## src/rtl/spi_cmd_seq.sv

```systemverilog
// SPI command sequencer: buffers tagged command words in a FIFO and frames them into
// SPI transactions with slave-select lead/trail timing, byte hand-off and SCK enable pulses.
module spi_cmd_seq #(
  parameter int DW           = 8,
  parameter int AW           = 4,
  parameter int CLK_DIV      = 12,
  parameter int STARTUP_CYC  = 1500,
  parameter int SS_LEAD_CYC  = 500,
  parameter int SS_TRAIL_CYC = 500
) (
  input  logic          clk,
  input  logic          rst,
  input  logic          cmd_wr,
  input  logic [DW:0]   cmd_data,
  output logic          cmd_full,
  output logic [AW:0]   cmd_count,
  output logic          cmd_ovf,
  input  logic          busy_spi,
  output logic          spi_ss_n,
  output logic          spi_send,
  output logic [DW-1:0] data_spi,
  output logic          ena_2clk,
  output logic          spi_end_tx,
  output logic [2:0]    dbg_state
);

  typedef enum logic [2:0] {
    ST_STARTUP, ST_IDLE, ST_LEAD, ST_CHECK, ST_SEND, ST_GAP, ST_TRAIL, ST_HALT
  } state_t;

  localparam int DEPTH = 1 << AW;
  localparam int TMAX01 = (STARTUP_CYC > SS_LEAD_CYC) ? STARTUP_CYC : SS_LEAD_CYC;
  localparam int TMAX = (TMAX01 > SS_TRAIL_CYC) ? TMAX01 : SS_TRAIL_CYC;
  localparam int TW = $clog2(TMAX + 1);
  localparam int DVW = $clog2(CLK_DIV + 1);

  state_t          state;
  logic [TW-1:0]   timer;
  logic [DVW-1:0]  div_cnt;
  logic            halt_flag;

  logic [DW:0]     mem [DEPTH];
  logic [AW-1:0]   wr_ptr;
  logic [AW-1:0]   rd_ptr;
  logic [AW:0]     count;
  logic            empty;
  logic            push;
  logic            pop;
  logic [DW:0]     head;
  logic            head_marker;

  assign cmd_count   = count;
  assign cmd_full    = (count == (AW+1)'(DEPTH));
  assign empty       = (count == '0);
  assign push        = cmd_wr && !cmd_full;
  assign head        = mem[rd_ptr];
  assign head_marker = head[DW];
  assign dbg_state   = state;
  assign ena_2clk    = !spi_ss_n && (div_cnt == DVW'(CLK_DIV - 1));

  // Pops happen only where the FSM consumes the head: stray EOFs in IDLE, any word in CHECK.
  always_comb begin
    pop = 1'b0;
    case (state)
      ST_IDLE:  pop = !empty && head_marker && head[0];
      ST_CHECK: pop = !empty && (head_marker || !busy_spi);
      default:  pop = 1'b0;
    endcase
  end

  always_ff @(posedge clk) begin
    if (push) mem[wr_ptr] <= cmd_data;
  end

  always_ff @(posedge clk or posedge rst) begin
    if (rst) begin
      wr_ptr  <= '0;
      rd_ptr  <= '0;
      count   <= '0;
      cmd_ovf <= 1'b0;
    end else begin
      if (push) wr_ptr <= wr_ptr + 1'b1;
      if (pop)  rd_ptr <= rd_ptr + 1'b1;
      if (push && !pop)      count <= count + 1'b1;
      else if (pop && !push) count <= count - 1'b1;
      if (cmd_wr && cmd_full) cmd_ovf <= 1'b1;
    end
  end

  always_ff @(posedge clk or posedge rst) begin
    if (rst) begin
      div_cnt <= '0;
    end else if (spi_ss_n || div_cnt == DVW'(CLK_DIV - 1)) begin
      div_cnt <= '0;
    end else begin
      div_cnt <= div_cnt + 1'b1;
    end
  end

  always_ff @(posedge clk or posedge rst) begin
    if (rst) begin
      state      <= ST_STARTUP;
      timer      <= '0;
      halt_flag  <= 1'b0;
      spi_ss_n   <= 1'b1;
      spi_send   <= 1'b0;
      data_spi   <= '0;
      spi_end_tx <= 1'b0;
    end else begin
      case (state)
        ST_STARTUP: begin
          if (timer == TW'(STARTUP_CYC - 1)) begin
            state <= ST_IDLE;
            timer <= '0;
          end else begin
            timer <= timer + 1'b1;
          end
        end
        ST_IDLE: begin
          if (!empty && !pop) begin
            state    <= ST_LEAD;
            timer    <= '0;
            spi_ss_n <= 1'b0;
          end
        end
        ST_LEAD: begin
          if (timer == TW'(SS_LEAD_CYC - 1)) begin
            state <= ST_CHECK;
            timer <= '0;
          end else begin
            timer <= timer + 1'b1;
          end
        end
        ST_CHECK: begin
          if (pop) begin
            timer <= '0;
            if (!head_marker) begin
              data_spi <= head[DW-1:0];
              spi_send <= 1'b1;
              state    <= ST_SEND;
            end else begin
              halt_flag <= !head[0];
              state     <= ST_TRAIL;
            end
          end
        end
        ST_SEND: begin
          spi_send <= 1'b0;
          state    <= ST_GAP;
          timer    <= '0;
        end
        // One idle cycle so the master's busy flag is visible before the next head check.
        ST_GAP: begin
          state <= ST_CHECK;
          timer <= '0;
        end
        ST_TRAIL: begin
          if (timer == TW'(SS_TRAIL_CYC - 1)) begin
            timer    <= '0;
            spi_ss_n <= 1'b1;
            if (halt_flag) begin
              state      <= ST_HALT;
              spi_end_tx <= 1'b1;
            end else begin
              state <= ST_IDLE;
            end
          end else begin
            timer <= timer + 1'b1;
          end
        end
        ST_HALT: begin
          state <= ST_HALT;
        end
        default: begin
          state <= ST_STARTUP;
          timer <= '0;
        end
      endcase
    end
  end

endmodule

```

## config.mk

```make
export PLATFORM = sky130hd
export DESIGN_NAME = spi_cmd_seq
export DESIGN_NICKNAME = d
export VERILOG_FILES = /design/src/rtl/spi_cmd_seq.sv
export SDC_FILE = /design/constraint.sdc
export NUM_CORES = 1
export LEC_CHECK = 0
export ABC_AREA = 1
export BUFFER_PORTS_ARGS = -buffer_cell sky130_fd_sc_hd__buf_4
export CAP_MARGIN = 20
export CORE_UTILIZATION = 40
export DETAILED_ROUTE_END_ITERATION = 12
export HOLD_SLACK_MARGIN = 0.02
export PLACE_DENSITY = 0.55
export SETUP_SLACK_MARGIN = 0.5
export SLEW_MARGIN = 15
export SYNTH_ARGS = -nofsm -noshare
export SYNTH_HDL_FRONTEND = slang
export SYNTH_SLANG_ARGS = --single-unit
```

## constraint.sdc

```tcl
create_clock -name clk -period 5.3 [get_ports clk]
set_input_delay 0.795 -clock clk [delete_from_list [all_inputs] [get_ports clk]]
set_output_delay 0.795 -clock clk [all_outputs]
set_load 0.02 [all_outputs]
```

==> summary.txt <==
run status: complete, no violations
Seq pwr share: 39.5%
PwrDens: 547 mW/mm^2
FMAX: 299 MHz
Clock Tree Buf Depth: 2
Final Net Count: 815
fraction of registers with async set/reset: 23.4%
register area: 0.00543 mm^2
crit-path max cell delay: 610 ps
most frequent cells in the layout: 144 x edfxtp_1, 134 x nand2_1, 114 x nor2_1, 79 x o21ai_0, 49 x inv_1
core area: 0.0202 mm^2
post-synthesis instance total: 761
Critical Path AT: 3660 ps
Final TNS setup: 0 ps
clock slew at reported path FFs: 70 ps
via count: 5623
cell chain of the critical path: inv_1 -> nor2_2 -> nand3_1 -> nand2_1 -> nor2_1 -> nand2_1 -> nand2_1 -> nand2_1 -> nand3_4 -> ha_1 -> inv_1 -> ha_1 -> a21o_1 -> a31oi_1 -> nand2_1 -> nand2_1 -> nor2_1 -> xor2_1
CP bufs+invs: 2
clk_lat worst skew: 440 ps
Fillers: 1843
skew final: 16.2 ps
Max VDD drop: 0.233 mV
Vias/cell: 5.24
routability cong.: 0.853
crit path kind: reg2reg
initial antenna violation count: 0
post-CTS resize count: 0
worst-margin pin slew: 1110 ps
worst hold path type: in2async
Final ANT Viol Nets: 0
LEAKAGE: 0.00358 uW
Initial Utilization: 40.7%
maximum fanout along the worst path: 20
die height: 145 um
Setup Fix Bufs, Post-CTS: 0
Port Buffers: 34
CTS buffer count: 17
Startpoint Class: flip-flop
drt wl/cell: 17.7 um
area delta synth->final: 13.1%
Tcrit/Tclk final: 63.0%
area occupied by multi-input gates: 0.00246 mm^2
leading cell type in the layout, fill and taps excluded: edfxtp_1
I/O pin cnt: 35
Crit. End Element: flip-flop
Mapped Area: 0.00824 mm^2
total wire length: 18900 um
yosys warns: 0
DRT Pass-1 Iters: 5
Required @ worst endpoint: 5620 ps
CTS Root Cell: clkbuf_16
unrepaired setup endpoints after global routing: false
first-pass GRT wire length: 29900 um
Seq cells post-synth: 188
clock power share: 24.4%
# H-tree levels: 4
family with the most delay on the worst path: simple AND/OR/NAND/NOR gates
syn nets: 786
die area: 0.0212 mm^2
Post-DP HPWL: 12400 um
pin count of the biggest net entering global routing: 77
# rows: 52
post-synth cell types: 41
Most used DFF post-synth: edfxtp_1
Worst path slowest cell: dfrtp_1
Sw Ratio: 40.3%
Iter 0 DRT Violations: 386
Total Routing Usage GR: 18.6%
Hold Buf Count CTS: 0
setup violators final: 0
DRC viols: 0
sequential area share after synthesis: 65.9%
Critical path origin: rd_ptr[2]$_DFFE_PP0P_
switching power: 2050 uW
cell internal pwr: 3040 uW
grt total ovfl: 0
final hold violation count: 0
DIE WIDTH: 145 um
Comb power frac: 36.2%
Max Cap Viol: 0
CTS tree: built
number of flops mapped to enable cells by yosys: 144
vias in the first global route: 5489
layout cell share with drive strength beyond 1: 11.2%
# clock sinks: 188
Syn Area/Cell: 10.8 um^2
total power: 5090 uW
FF-to-FF Start: rd_ptr[2]$_DFFE_PP0P_
Slew Limit Fails: 0
slew margin rel.: 25.9%
Ant. Diodes: 0
final worst path period need: 3340 ps
CP most frequent cell: nand2_1
[layer usage]
metal	up-vias	part of all wire, %	global-route usage, %
met5	-	0	0
met4	0	1.9	7.00
met3	28	4.9	3.95
met2	154	48	29.9
met1	2745	46	24.9
li1	2696	-	-
[metrics by stage]
step	hold WS (ps)	std cells	utilization [%]	cell area, um^2	setup WS, ps
final	328	1073	46.0	9320	1960
after global routing	345	1073	46.0	9320	1610
after CTS	469	1071	45.9	9290	1990
after detailed placement	460	1039	43.1	8720	2010
after global placement	446	1039	43.1	8720	2110
after floorplan	432	761	-	8240	2650
[cells by family (layout without fill, tap and decap cells)]
| group | Yosys count | after routing | synth area share, % |
|---|---|---|---|
| DFF | 188 | 188 | 65.9 |
| adders and majority gates | 12 | 12 | 1.91 |
| AOI/OAI and AO/OA | 145 | 145 | 10.0 |
| and+or+nand+nor | 313 | 313 | 16.0 |
| xor gates and xnor gates | 18 | 18 | 1.91 |
| buffers and inverters | 85 | 127 | 4.24 |
[power by group through the flow]
| stage | clock, uW | combinational, uW | sequential, uW |
|---|---|---|---|
| 2_1_floorplan | 0 | 1260 | 2050 |
| 3_3_place_gp | 0 | 1810 | 2030 |
| 3_5_place_dp | 0 | 1840 | 2040 |
| 4_1_cts | 1270 | 1850 | 2010 |
| 5_1_grt | 1320 | 2060 | 2040 |
| 6_report | 1240 | 1840 | 2010 |
[synthesized netlist by cell type (all sizes together) (2+ instances only)]
cell type	n	area share (%)
a21oi	6	0.50
or2	3	0.23
nand4	5	0.38
nand3b	4	0.36
nand2	137	6.4
dfrtp	43	13
nor4	4	0.30
clkinv	3	0.14
ha	11	1.7
nand3	37	2.5
xor2	15	1.6
o21ai	90	5.6
inv	52	2.4
a21o	2	0.18
buf	12	0.91
a31oi	4	0.30
nor3	7	0.43
o21bai	3	0.27
clkbuf	18	0.82
o22ai	35	2.7
xnor2	3	0.32
o31ai	3	0.27
nor2	116	5.4
edfxtp	144	53
[final cells by class]
cell class                      instances  share of cell area (%)
Clock buffer                           18                    4.61
Clock inverter                         14                    1.54
Inverter                               55                    2.22
Multi-Input combinational cell        488                    26.4
Sequential cell                       188                    58.3
Tap cell                              270                    3.63
Timing Repair Buffer                   40                    3.36
[registers in the layout, indices dropped and copies added (netlist names)]
name        count
mem           144
timer          11
data_spi        8
cmd_count       5
div_cnt         4
rd_ptr          4
wr_ptr          4
dbg_state       3
cmd_ovf         1
halt_flag       1
spi_end_tx      1
spi_send        1
spi_ss_n        1
[worst register-to-register path: stages (launching register included)]
cell and delay (ps):
dfrtp_1 610, inv_1 400, nor2_2 270, nand3_1 110
nand2_1 80, nor2_1 40, nand2_1 60, nand2_1 80
nand2_1 110, nand3_4 130, ha_1 240, inv_1 140
ha_1 290, a21o_1 170, a31oi_1 180, nand2_1 80
nand2_1 60, nor2_1 40, xor2_1 130
[path summary, 6_finish.rpt]
kind | cells after the start | to | slack [ps]
min | 2 | data_spi[4]$_DFFE_PP0P_ | 330
max reg2reg | 18 | cmd_count[4]$_DFFE_PP0P_ | 1960
min reg2reg | 1 | div_cnt[0]$_DFF_PP0_ | 470
max | 18 | cmd_count[4]$_DFFE_PP0P_ | 1960
max in group asynchronous | 3 | rd_ptr[0]$_DFFE_PP0P_ | 4450
min in group clk | 1 | div_cnt[0]$_DFF_PP0_ | 470
Power figures use the tool's default switching activity.
